--- src/rtl/pipe_hazard_pkg.sv ---
// Shared constants for the pipeline hazard controller.
// Holds the forwarding-select encodings and the legal mul/div latency range.
package pipe_hazard_pkg;

  localparam logic [1:0] FWD_NONE = 2'b00;
  localparam logic [1:0] FWD_WB   = 2'b01;
  localparam logic [1:0] FWD_MEM  = 2'b10;

  localparam int MD_LATENCY_MIN = 1;
  localparam int MD_LATENCY_MAX = 15;

endpackage

--- src/rtl/pipe_hazard_ctrl_md_busy_tracker.sv ---
// Mul/div occupancy tracker.
// An accepted issue loads MD_LATENCY; the counter then drains by one per
// cycle and holds at zero. Only reset cancels an operation in flight, so
// pipeline flushes never shorten the occupancy window.
module md_busy_tracker #(
  parameter int MD_LATENCY = 4
) (
  input  logic CLK,
  input  logic RST,
  input  logic issue,
  output logic busy
);

  localparam int CNT_W = $clog2(MD_LATENCY + 1);

  logic [CNT_W-1:0] occCnt;

  // Load on an accepted issue, otherwise drain toward zero without wrapping
  always_ff @(posedge CLK or posedge RST) begin
    if (RST) begin
      occCnt <= '0;
    end else if (issue) begin
      occCnt <= CNT_W'(MD_LATENCY);
    end else if (occCnt != '0) begin
      occCnt <= occCnt - CNT_W'(1);
    end
  end

  assign busy = (occCnt != '0);

endmodule

--- src/rtl/pipe_hazard_ctrl.sv ---
// Pipeline hazard controller: operand forwarding for decode and execute,
// load-use / branch / mul-div stall generation, and decode/execute flushes.
// Optional feature macro PIPE_HAZARD_STALL_CNT_EN adds a saturating 32-bit
// StallCount output counting cycles in which decode is stalled.
module pipe_hazard_ctrl
  import pipe_hazard_pkg::*;
#(
  parameter int REG_ADDR_W = 5,
  parameter int MD_LATENCY = 4
) (
  input  logic                  CLK,
  input  logic                  RST,
  input  logic [REG_ADDR_W-1:0] RsD,
  input  logic [REG_ADDR_W-1:0] RtD,
  input  logic [REG_ADDR_W-1:0] RsE,
  input  logic [REG_ADDR_W-1:0] RtE,
  input  logic [REG_ADDR_W-1:0] WriteRegE,
  input  logic [REG_ADDR_W-1:0] WriteRegM,
  input  logic [REG_ADDR_W-1:0] WriteRegW,
  input  logic                  BranchD,
  input  logic                  JumpD,
  input  logic                  PCSrcD,
  input  logic                  MdStartD,
  input  logic                  MdUseD,
  input  logic                  RegWriteE,
  input  logic                  MemtoRegE,
  input  logic                  RegWriteM,
  input  logic                  MemtoRegM,
  input  logic                  RegWriteW,
  output logic [1:0]            ForwardAE,
  output logic [1:0]            ForwardBE,
  output logic                  ForwardAD,
  output logic                  ForwardBD,
  output logic                  StallF,
  output logic                  StallD,
  output logic                  FlushD,
  output logic                  FlushE,
  output logic                  MdBusy
`ifdef PIPE_HAZARD_STALL_CNT_EN
  ,
  output logic [31:0]           StallCount
`endif
);

  // MD_LATENCY is expected within MD_LATENCY_MIN..MD_LATENCY_MAX; the
  // tracker counter width follows from it.

  // Execute-stage source select: memory stage wins over writeback, and
  // register zero is never forwarded.
  function automatic logic [1:0] fwdSel(
    input logic [REG_ADDR_W-1:0] src,
    input logic                  regWrM,
    input logic [REG_ADDR_W-1:0] wrM,
    input logic                  regWrW,
    input logic [REG_ADDR_W-1:0] wrW
  );
    if (regWrM && (wrM != '0) && (wrM == src)) begin
      return FWD_MEM;
    end else if (regWrW && (wrW != '0) && (wrW == src)) begin
      return FWD_WB;
    end
    return FWD_NONE;
  endfunction

  logic lwStall;
  logic brStall;
  logic mdStall;
  logic stallAny;
  logic exHitsD;
  logic memLoadHitsD;
  logic mdIssue;

  // Forwarding selects and hazard detection, all resolved in the current cycle
  always_comb begin
    ForwardAE    = fwdSel(RsE, RegWriteM, WriteRegM, RegWriteW, WriteRegW);
    ForwardBE    = fwdSel(RtE, RegWriteM, WriteRegM, RegWriteW, WriteRegW);
    ForwardAD    = RegWriteM && (RsD != '0) && (RsD == WriteRegM);
    ForwardBD    = RegWriteM && (RtD != '0) && (RtD == WriteRegM);

    lwStall      = MemtoRegE && ((RtE == RsD) || (RtE == RtD));
    exHitsD      = RegWriteE && (WriteRegE != '0) &&
                   ((WriteRegE == RsD) || (WriteRegE == RtD));
    memLoadHitsD = MemtoRegM && (WriteRegM != '0) &&
                   ((WriteRegM == RsD) || (WriteRegM == RtD));
    brStall      = BranchD && (exHitsD || memLoadHitsD);
    mdStall      = (MdStartD || MdUseD) && MdBusy;
    stallAny     = lwStall || brStall || mdStall;

    StallF       = stallAny;
    StallD       = stallAny;
    FlushE       = stallAny;
    // A stalled decode keeps its instruction, so it must not be flushed
    FlushD       = (PCSrcD || JumpD) && !stallAny;
    // A mul/div is accepted only when decode actually advances
    mdIssue      = MdStartD && !stallAny;
  end

  md_busy_tracker #(
    .MD_LATENCY(MD_LATENCY)
  ) u_mdBusy (
    .CLK  (CLK),
    .RST  (RST),
    .issue(mdIssue),
    .busy (MdBusy)
  );

`ifdef PIPE_HAZARD_STALL_CNT_EN
  // Count stalled decode cycles, saturating at all-ones
  always_ff @(posedge CLK or posedge RST) begin
    if (RST) begin
      StallCount <= '0;
    end else if (StallD && (StallCount != 32'hFFFF_FFFF)) begin
      StallCount <= StallCount + 32'd1;
    end
  end
`endif

endmodule
--- config.mk ---
export PLATFORM = sky130hd
export DESIGN_NAME = pipe_hazard_ctrl
export DESIGN_NICKNAME = d
export VERILOG_FILES = /design/src/rtl/pipe_hazard_pkg.sv /design/src/rtl/pipe_hazard_ctrl_md_busy_tracker.sv /design/src/rtl/pipe_hazard_ctrl.sv
export SDC_FILE = /design/constraint.sdc
export NUM_CORES = 1
export LEC_CHECK = 0
export ABC_AREA = 0
export ABC_CLOCK_PERIOD_IN_PS = 5720
export BUFFER_PORTS_ARGS = -buffer_cell sky130_fd_sc_hd__buf_2
export CAP_MARGIN = 20
export CORE_MARGIN = 4
export CORE_UTILIZATION = 25
export CTS_BUF_LIST = sky130_fd_sc_hd__clkbuf_8
export CTS_CLUSTER_DIAMETER = 40
export CTS_CLUSTER_SIZE = 10
export DETAILED_ROUTE_END_ITERATION = 16
export GPL_TIMING_DRIVEN = 0
export HOLD_SLACK_MARGIN = 0.03
export PLACE_DENSITY = 0.57
export SKIP_LAST_GASP = 1
export SYNTH_ARGS = -nofsm -noshare
export SYNTH_HDL_FRONTEND = slang
export SYNTH_SLANG_ARGS = --single-unit
--- constraint.sdc ---
create_clock -name CLK -period 5.72 [get_ports CLK]
set_clock_uncertainty 0.2 [all_clocks]
set_input_delay 1.144 -clock CLK [delete_from_list [all_inputs] [get_ports CLK]]
set_output_delay 1.144 -clock CLK [all_outputs]
set_load 0.02 [all_outputs]
==> results of run 1 <==
## synthesized netlist by cell type (all sizes together)
library cell,number
nor2,7
o21ai,4
nor2b,1
ha,2
xor2,20
buf,3
or3,2
o31a,2
nor4,5
dfrtp,3
clkbuf,4
nand2,9
a22o,1
a21oi,1
inv,4
mux2i,1
o31ai,1
nor3,3
or4,5
xnor2,31
o311a,1
nand3,9
o22ai,2
## logic make-up (layout without fill, tap and decap cells)
| logic type | after synthesis | in the layout |
|---|---|---|
| AO/OA/AOI/OAI | 12 | 12 |
| XOR/XNOR | 51 | 51 |
| flip-flops | 3 | 3 |
| buffers and inverters | 11 | 67 |
| adder cells (fa/ha/maj) | 2 | 2 |
| AND/OR/NAND/NOR | 41 | 41 |
| multiplexers | 1 | 1 |
## power groups by stage
stage	registers (uW)	clock network [uW]	logic [uW]
after floorplan	39.7	0	127
after global placement	41.3	0	181
after detailed placement	41.2	0	181
after CTS	41.1	61.7	182
after global routing	42.6	64.3	201
final	40.9	60.5	179
## stage by stage
step / utilization [%] / instances / hold WS [ns] / setup slack [ns]
finish: 37.2 / 223 / 0.335 / 1.47
global route: 37.2 / 223 / 0.368 / 1.41
detailed placement: 35.8 / 219 / 0.335 / 1.46
CTS: 37.2 / 223 / 0.343 / 1.45
global placement: 35.8 / 219 / 0.338 / 1.47
floorplan: - / 121 / 0.290 / 1.63
## worst register-to-register path, stage by stage, from the launching register on
cell,delay (ns)
dfrtp_1,0.39
inv_1,0.09
ha_1,0.16
nor2b_1,0.34
nand2_1,0.13
o31a_2,0.29
## cell type report
| type | count | area (um^2) | share of cell area, % |
|---|---|---|---|
| Clock buffer | 3 | 41.3 | 3.28 |
| Multi-Input combinational cell | 107 | 773 | 61.4 |
| Tap cell | 46 | 57.6 | 4.57 |
| Clock inverter | 1 | 3.75 | 0.298 |
| Inverter | 4 | 15.0 | 1.19 |
| Sequential cell | 3 | 75.1 | 5.96 |
| Timing Repair Buffer | 52 | 260 | 20.7 |
| Buffer | 7 | 33.8 | 2.68 |
## layer usage
layer / vias up / GRT usage (%) / share of wire (%)
met5: - / 0 / 0
met4: 0 / 2.98 / 0.75
met3: 2 / 3.78 / 9.8
met2: 44 / 22.8 / 49
li1: 520 / - / -
met1: 458 / 15.6 / 41
## placed cells by master (no fill, tap or decap)
| cell | count |
|---|---|
| a21oi_1 | 1 |
| a22o_1 | 1 |
| buf_1 | 1 |
| buf_2 | 52 |
| buf_4 | 2 |
| clkbuf_1 | 4 |
| clkbuf_8 | 3 |
| dfrtp_1 | 3 |
| ha_1 | 2 |
| inv_1 | 5 |
| mux2i_1 | 1 |
| nand2_1 | 9 |
| nand3_1 | 9 |
| nor2_1 | 7 |
| nor2b_1 | 1 |
| nor3_1 | 3 |
| nor4_1 | 5 |
| o21ai_0 | 4 |
| o22ai_1 | 2 |
| o311a_1 | 1 |
| o31a_2 | 2 |
| o31ai_1 | 1 |
| or3_1 | 2 |
| or4_1 | 5 |
| xnor2_1 | 31 |
| xor2_1 | 20 |
## worst paths after layout
path / from / end / slack (ns) / cells past startpoint
setup / recovery: WriteRegE[0] / StallD / 1.47 / 7
hold / removal: u_mdBusy.occCnt[2]$_DFFE_PP0P_ / u_mdBusy.occCnt[2]$_DFFE_PP0P_ / 0.34 / 2
setup reg to reg: u_mdBusy.occCnt[0]$_DFFE_PP0P_ / u_mdBusy.occCnt[1]$_DFFE_PP0P_ / 3.99 / 5
hold reg to reg: u_mdBusy.occCnt[2]$_DFFE_PP0P_ / u_mdBusy.occCnt[2]$_DFFE_PP0P_ / 0.34 / 2
max in group asynchronous: RST / u_mdBusy.occCnt[2]$_DFFE_PP0P_ / 4.61 / 2
min in group asynchronous: RST / u_mdBusy.occCnt[0]$_DFFE_PP0P_ / 0.58 / 2
==> metrics.txt, run 1 <==
status=complete, no violations; largest net degree at the start of global routing=7; sw power=113 uW; total global routing overflow=0; DP HPWL=2460 um; clock sink count=3; Pwr Density=222 nW/um^2; CTS Buf Count=3; Synth top area share=30.3%; period utilisation layout=74.3%; CP Cell Sequence=buf_2, or3_1, o311a_1, a22o_1, or3_1, buf_4, buf_2; Clk pwr share=21.6%; part of the power in registers=14.6%; sw frac=40.5%; Synth Area in XOR/XNOR=49.8%; Synth Area in Adders=2.79%; worst endpoint required time=4.38 ns; critical path's largest stage delay=0.42 ns; Comb power frac=63.8%; gpl congestion=0.803; final WL=2780 um; Longest Clk Path Bufs=2; DRT iter0 DRCs=18; RSZ-0062 raised after global routing=false; Synth Cell Area=897 um^2; Initial Util=26.5%; Post-route DRC=0; Distinct cells, synth=24; DR pass1 iterations=4; antenna-violating nets left=0; Max FO, Critical Path=5; core area=3390 um^2; Max Cap Viol=0; min Tclk post-route=4.25 ns; CP bufs+invs=3; Largest Register=u_mdBusy.occCnt; via count=1024; Regs by FF count=u_mdBusy.occCnt: 3 flops; hold buffer count at cts=0; Worst path slowest cell=or3_1; simple-gate share of the synthesized area=23.2%; worst skew pair latency=0.22 ns; Ports=58; startpoint type of the worst setup path=primary input; post-cts resize count=0; Placed Area=1210 um^2; initial antenna violation count=0; via count of the first global-routing pass=1026; Syn Inst Count=121; Routed wire per std cell=12.5 um; CTS clk-pin slew, worst paths=0.03 ns; total track usage=13.0%; CP Class=primary input to output port; Arr. time, crit path=2.90 ns; sequential fraction of the synthesis area=8.37%; achievable frequency=0.235 GHz; Int Pwr=167 uW; IO Port Bufs=52; global-route wire length before repair=4610 um; share of layout cells above drive strength 1=33.3%; Hold Crit Class=flop to flop; synth warn=0; Die Ht=67.9 um; CP top delay family=simple AND/OR/NAND/NOR gates; Least-Margin Pin Slew=0.416 ns; total number of H-tree levels=1; Row Count=21; master cell of the clock root buffer=clkbuf_8; max FFs per register=3; Max VDD drop=64.3 uV; Total Power=280 uW; full die area=4610 um^2; Setup Buffers After CTS=0; die width=67.9 um; main combinational cell family by area after synthesis=XOR/XNOR gates; Yosys top cell by area=xnor2_1; ant diodes=0; Setup violations, final=0; syn_nets=170; TNS Setup=0 ns; via-per-instance ratio=4.59; top post-synthesis cells by area=xnor2_1 (30%), xor2_1 (20%), dfrtp_1 (8.4%); post-route design area=1260 um^2; Leakage=0.000550 uW; TritonCTS clock tree=done; Slew Viols, Final=0; Final Hold Vio Count=0; Rel. slew slack=72.0%; synthesized flop and latch total=3; Layout area overhead=40.4%; fill cell count=357; syn_area_per_cell=7.41 um^2; Compound-Gate Fraction of Synth Area=9.34%; Setup crit end kind=output port; final-stage net count=227; post-synthesis mux area share=1.12%
No activity file was read; power rests on OpenSTA's default activity.
==> run 2: changes to the inputs <==
Settings changed: ABC_AREA 0 to 1, ABC_CLOCK_PERIOD_IN_PS 5720 to 3610, PLACE_DENSITY 0.57 to 0.56.
Clock period 5.72 ns to 3.61 ns, I/O delays scaled along.
==> run 2 against run 1 <==
  * Non-clock buffer count did not move
  * Sequential share of layout area is 0.79 points lower
  * Total power up 55%
  * Synthesized cell count is 68% higher
  * Area after synthesis is 22% higher
  * Global-route usage fell by 1.5 points
  * Utilization is 1.9 points lower
  * Design area is 15% higher
  * Combinational power increased by 55%
==> metrics.txt, run 2 <==
status=complete, no violations; critical path's most frequent cell=nand2_1; Max FO, Critical Path=5 (unchanged); Worst path slowest cell=buf_2; antenna-violating nets left=0 (unchanged); ant diodes=0 (unchanged); CP Class=primary input to output port; via count of the first global-routing pass=1149 (+12%); Row Count=23 (+9.5%); synth warn=0 (unchanged); Longest Clk Path Bufs=2 (unchanged); CP Cell Sequence=buf_2, inv_1, nand2_1, nand2_1, nor2_1, nand3_1, nand2_1, nand2_1, nand2_1, nand2_2, nand2_1, buf_4, buf_2; total track usage=11.5% (-1.5 points); period utilisation layout=80.1%; die width=74.3 um (+9.4%); commonest non-fill, non-tap cell in the layout=nand2_1; sw frac=43.5% (+3.0 points); part of the power in registers=14.9% (+0.3 points); Regs by FF count=u_mdBusy.occCnt: 3 flops; Max Cap Viol=0 (unchanged); hold buffer count at cts=0 (unchanged); via-per-instance ratio=4.23 (-7.9%); Arr. time, crit path=1.97 ns (-0.93 ns); Pwr Density=300 nW/um^2 (+35%); full die area=5520 um^2 (+20%); Max VDD drop=132 uV (+110%); final WL=3370 um (+21%); core area=4120 um^2 (+21%); Initial Util=26.7% (+0.23 points); CTS clk-pin slew, worst paths=0.03 ns (about the same); Post-route DRC=0 (unchanged); TritonCTS clock tree=done; Setup Buffers After CTS=0 (unchanged); Syn Inst Count=203 (+68%); Layout area overhead=32.1%; Setup Slack @ Placement=0.711 ns (-0.746 ns); Final WS setup=0.720 ns (-0.753 ns); master cell of the clock root buffer=clkbuf_8; worst skew pair latency=0.21 ns (about the same); final-stage net count=306 (+35%); Post-Layout Cell Count=306 (+37%); share of layout cells above drive strength 1=26.6% (-6.8 points); startpoint type of the worst setup path=primary input; via count=1294 (+26%); Distinct cells, synth=24 (unchanged); sequential fraction of the synthesis area=6.83% (-1.5 points); CTS Buf Count=3 (unchanged); Largest Register=u_mdBusy.occCnt; clock sink count=3 (unchanged); DR pass1 iterations=4 (unchanged); DP HPWL=2920 um (+19%); Clk pwr share=21.3% (-0.3 points); Least-Margin Pin Slew=0.376 ns (-0.0407 ns); placed instance count=302 (+38%); Synth top cells by count=nand2_1 (73), inv_1 (33), xnor2_1 (20); count leader, synth=nand2_1; total global routing overflow=0 (unchanged); Int Pwr=246 uW (+47%); Die Ht=74.3 um (+9.4%); Post-synth EDFFs=0 (unchanged); Slew Viols, Final=0 (unchanged); worst endpoint required time=2.69 ns (-1.69 ns); TNS Setup=0 ns (unchanged); RSZ-0062 raised after global routing=false; Rel. slew slack=74.6% (+2.6 points); Routed wire per std cell=11.0 um (-12%); Setup crit end kind=output port; asr flop ratio synth=100% (unchanged); largest net degree at the start of global routing=7 (unchanged); synthesized flop and latch total=3 (unchanged); Final Hold Vio Count=0 (unchanged); Ports=58 (unchanged); Comb power frac=63.7% (about the same); IO Port Bufs=49 (-5.8%); critical path's largest stage delay=0.15 ns (-0.27 ns); sw power=189 uW (+67%); Synth Cell Area=1100 um^2 (+22%); total number of H-tree levels=1 (unchanged); global-route wire length before repair=5140 um (+12%); gpl congestion=0.840 (+4.6%); initial antenna violation count=0 (unchanged); achievable frequency=0.346 GHz; Post-synth top flop=dfrtp_1; Leakage=0.000891 uW (+62%); min Tclk post-route=2.89 ns; Synth top area share=24.9% (-5.3 points); syn_nets=252 (+48%); top post-synthesis cells by area=nand2_1 (25%), xnor2_1 (16%), inv_1 (11%); max FFs per register=3 (unchanged); fill cell count=479 (+34%); Setup violations, final=0 (unchanged); post-cts resize count=0 (unchanged); syn_area_per_cell=5.41 um^2 (-27%); Hold Crit Class=primary input to asynchronous set/reset pin; most frequent cells in the layout=nand2_1 (73), buf_2 (49), inv_1 (34); DRT iter0 DRCs=46 (+28); Yosys top cell by area=nand2_1
run 2: cell count changes in the layout (fill, tap and decap cells not counted), sizes merged, moves of 5 or more:
| cell | previous run | this run |
|---|---|---|
| inv | 5 | 35 |
| or4 | 5 | 0 |
| nand3 | 9 | 14 |
| nor2 | 7 | 17 |
| xor2 | 20 | 10 |
| nand2 | 9 | 74 |
| xnor2 | 31 | 20 |
run 2: power groups by stage:
stage | registers [uW] | logic, uW | clock network, uW
2_1_floorplan | 60.7 | 197 | 0
3_3_place_gp | 64.7 | 278 | 0
3_5_place_dp | 64.8 | 279 | 0
4_1_cts | 64.5 | 280 | 95.2
5_1_grt | 66.3 | 314 | 98.6
6_report | 64.9 | 277 | 92.8
run 2: routing by layer:
metal  up-vias  global-route usage [%]  part of all wire [%]
met2        33                    18.4                    44
met4         0                    2.57                   1.4
met3         4                   0.946                   4.4
met5         -                       0                     0
li1        715                       -                     -
met1       542                    16.7                    50
run 2: kinds of logic after synthesis:
group	share of synthesized area (%)
AOI/OAI and AO/OA	4.90
buffers and inverters	18.1
DFF	6.83
adders and majority gates	2.28
and+or+nand+nor	44.0
xor gates and xnor gates	23.9
run 2: critical path, delay by kind of cell:
kind                   cells  cell delay, ns
AND/OR/NAND/NOR            9            0.76
buffers and inverters      4            0.50
run 2: stage by stage:
| stage | hold WS [ns] | power (uW) | utilization, % | instance area (um^2) |
|---|---|---|---|---|
| 2_1_floorplan | 0.269 | 258 | - | 1100 |
| 3_3_place_gp | 0.301 | 343 | 34.2 | 1410 |
| 3_5_place_dp | 0.302 | 344 | 34.2 | 1410 |
| 4_1_cts | 0.161 | 440 | 35.3 | 1450 |
| 5_1_grt | 0.163 | 479 | 35.3 | 1450 |
| 6_report | 0.163 | 435 | 35.3 | 1450 |
run 2: final timing paths:
check                                               start                        endpoint  slack, ns  cells past startpoint
setup / recovery                                   RsD[0]                          StallF       0.72                     13
hold / removal                                        RST  u_mdBusy.occCnt[0]$_DFFE_PP0P_       0.16                      2
setup reg to reg           u_mdBusy.occCnt[0]$_DFFE_PP0P_  u_mdBusy.occCnt[0]$_DFFE_PP0P_       2.04                      9
hold reg to reg            u_mdBusy.occCnt[1]$_DFFE_PP0P_  u_mdBusy.occCnt[1]$_DFFE_PP0P_       0.31                      2
max in group asynchronous                             RST  u_mdBusy.occCnt[2]$_DFFE_PP0P_       2.92                      2
min in group CLK           u_mdBusy.occCnt[1]$_DFFE_PP0P_  u_mdBusy.occCnt[1]$_DFFE_PP0P_       0.31                      2
run 2: cell type report:
| cell class | count | area [um^2] | area share (%) |
|---|---|---|---|
| inverters | 34 | 128 | 8.79 |
| flip-flops and latches | 3 | 75.1 | 5.17 |
| multi-input cells | 156 | 825 | 56.8 |
| well taps | 50 | 62.6 | 4.31 |
| repair buffers | 49 | 245 | 16.9 |
| clock inverters | 1 | 3.75 | 0.259 |
| clock buffers | 3 | 41.3 | 2.84 |
| plain buffers | 10 | 71.3 | 4.91 |
==> run 3: changes to the inputs <==
Settings changed: ABC_CLOCK_PERIOD_IN_PS 3610 to 2900, PLACE_DENSITY 0.56 to 0.55.
Clock period 3.61 ns to 2.9 ns, I/O delays scaled along.
==> run 3 against run 2 <==
  * Via count fell by 1.3%
  * Highest routed layer is now met3
  * Wire length rose by 0.21%
  * Utilization rose by 0.24 points
==> metrics.txt, run 3 (synthesized netlist as in run 2, its figures left out) <==
status=complete, no violations; achievable frequency=0.384 GHz; master cell of the clock root buffer=clkbuf_8; Max FO, Critical Path=6 (+1); Setup crit end kind=output port; final cell utilization of the core=35.5% (+0.24 points); total track usage=12.2% (+0.74 points); Routed wire per std cell=11.0 um (-0.12%); Least-Margin Pin Slew=0.378 ns (+0.00216 ns); Initial Util=26.7% (unchanged); final WL=3370 um (+0.21%); Slew Viols, Final=0 (unchanged); Die Ht=74.3 um (unchanged); via-per-instance ratio=4.16 (-1.6%); total number of H-tree levels=1 (unchanged); final-stage net count=307 (+0.33%); most frequent cells in the layout=nand2_1 (73), buf_2 (49), inv_1 (34); worst endpoint required time=2.12 ns (-0.57 ns); post-cts resize count=0 (unchanged); CP Cell Sequence=buf_4, nor3_1, nand3_1, nand2_1, inv_1, nand2_1, nand2_1, nand2_2, nand2_1, buf_4, buf_2; initial antenna violation count=0 (unchanged); gpl congestion=0.824 (-1.8%); Regs by FF count=u_mdBusy.occCnt: 3 flops; critical path's largest stage delay=0.25 ns (+0.10 ns); Setup Buffers After CTS=0 (unchanged); max FFs per register=3 (unchanged); critical path's most frequent cell=nand2_1; clock sink count=3 (unchanged); global-route wire length before repair=5400 um (+5.1%); Ports=58 (unchanged); RSZ-0062 raised after global routing=false; startpoint type of the worst setup path=primary input; antenna-violating nets left=0 (unchanged); DP HPWL=2930 um (+0.16%); Leakage=0.000895 uW (+0.47%); period utilisation layout=89.7%; Max Cap Viol=0 (unchanged); via count=1277 (-1.3%); Setup violations, final=0 (unchanged); CTS Buf Count=3 (unchanged); CTS clk-pin slew, worst paths=0.03 ns (about the same); Largest Register=u_mdBusy.occCnt; Layout area overhead=33.0%; total global routing overflow=0 (unchanged); via count of the first global-routing pass=1218 (+6.0%); core area=4120 um^2 (unchanged); DRT iter0 DRCs=56 (+22%); largest net degree at the start of global routing=7 (unchanged); TNS Setup=0 ns (unchanged); Pwr Density=377 nW/um^2 (+26%); share of layout cells above drive strength 1=26.5% (-0.10 points); Worst path slowest cell=nor3_1; TritonCTS clock tree=done; min Tclk post-route=2.60 ns; die width=74.3 um (unchanged); Row Count=23 (unchanged); Max VDD drop=141 uV (+6.5%); Arr. time, crit path=1.82 ns (-0.15 ns); CP Class=primary input to output port; ant diodes=0 (unchanged); full die area=5520 um^2 (unchanged); IO Port Bufs=49 (unchanged); Final Hold Vio Count=0 (unchanged); worst skew pair latency=0.21 ns (about the same); DR pass1 iterations=4 (unchanged); Post-route DRC=0 (unchanged); Longest Clk Path Bufs=2 (unchanged); Rel. slew slack=74.5% (-0.15 points); Hold Crit Class=flop to flop; commonest non-fill, non-tap cell in the layout=nand2_1
[run 3: power breakdown]
group | switching (uW) | total (uW) | leakage [uW] | internal, uW
logic | 203 | 355 | 0.000833 | 153
clock network | 27.1 | 117 | 0.0000269 | 90.1
registers | 11.8 | 77.7 | 0.0000353 | 65.9
[run 3: timing repair]
item                                    in CTS  in global routing
hold buffers                                 1                  0
hold endpoints to repair                     3                  0
endpoints found under the setup margin       0                  0
[run 3: path summary, 6_finish.rpt]
kind,startpoint,to,slack (ns),cells past startpoint
max,WriteRegM[3],StallF,0.30,11
min,u_mdBusy.occCnt[1]$_DFFE_PP0P_,u_mdBusy.occCnt[1]$_DFFE_PP0P_,0.30,2
max reg2reg,u_mdBusy.occCnt[0]$_DFFE_PP0P_,u_mdBusy.occCnt[0]$_DFFE_PP0P_,1.29,9
min reg2reg,u_mdBusy.occCnt[1]$_DFFE_PP0P_,u_mdBusy.occCnt[1]$_DFFE_PP0P_,0.30,2
max in group asynchronous,RST,u_mdBusy.occCnt[2]$_DFFE_PP0P_,1.80,3
min in group asynchronous,RST,u_mdBusy.occCnt[1]$_DFFE_PP0P_,0.57,3
[run 3: layout make-up]
cell class	instances	area (um^2)
clock inverter	1	3.75
fill	476	2650
clock buffer	3	41.3
timing repair buffer	50	255
sequential	3	75.1
inverter	34	128
multi-input combinational	156	825
tap	50	62.6
buffer	10	71.3
[run 3: critical path, delay by kind of cell]
family | cells | cell delay [ns]
simple gates | 7 | 0.77
buf+inv | 4 | 0.48
[run 3: per-stage QoR]
| step | setup WS, ns | total power (uW) | hold WS (ns) | cell area [um^2] | instances |
|---|---|---|---|---|---|
| 6_report | 0.298 | 550 | 0.297 | 1460 | 307 |
| 5_1_grt | 0.132 | 610 | 0.315 | 1460 | 307 |
| 4_1_cts | 0.279 | 558 | 0.299 | 1460 | 307 |
| 3_5_place_dp | 0.285 | 433 | 0.251 | 1410 | 302 |
| 3_3_place_gp | 0.260 | 427 | 0.253 | 1410 | 302 |
| 2_1_floorplan | 0.134 | 321 | 0.134 | 1100 | 203 |
[run 3: metal layers]
layer,global-route usage (%),vias to the layer above,share of wire (%)
met5,0,-,0
met4,1.78,0,0
met3,1.22,0,4.9
met2,20.5,33,45
met1,17.4,525,50
li1,-,719,-
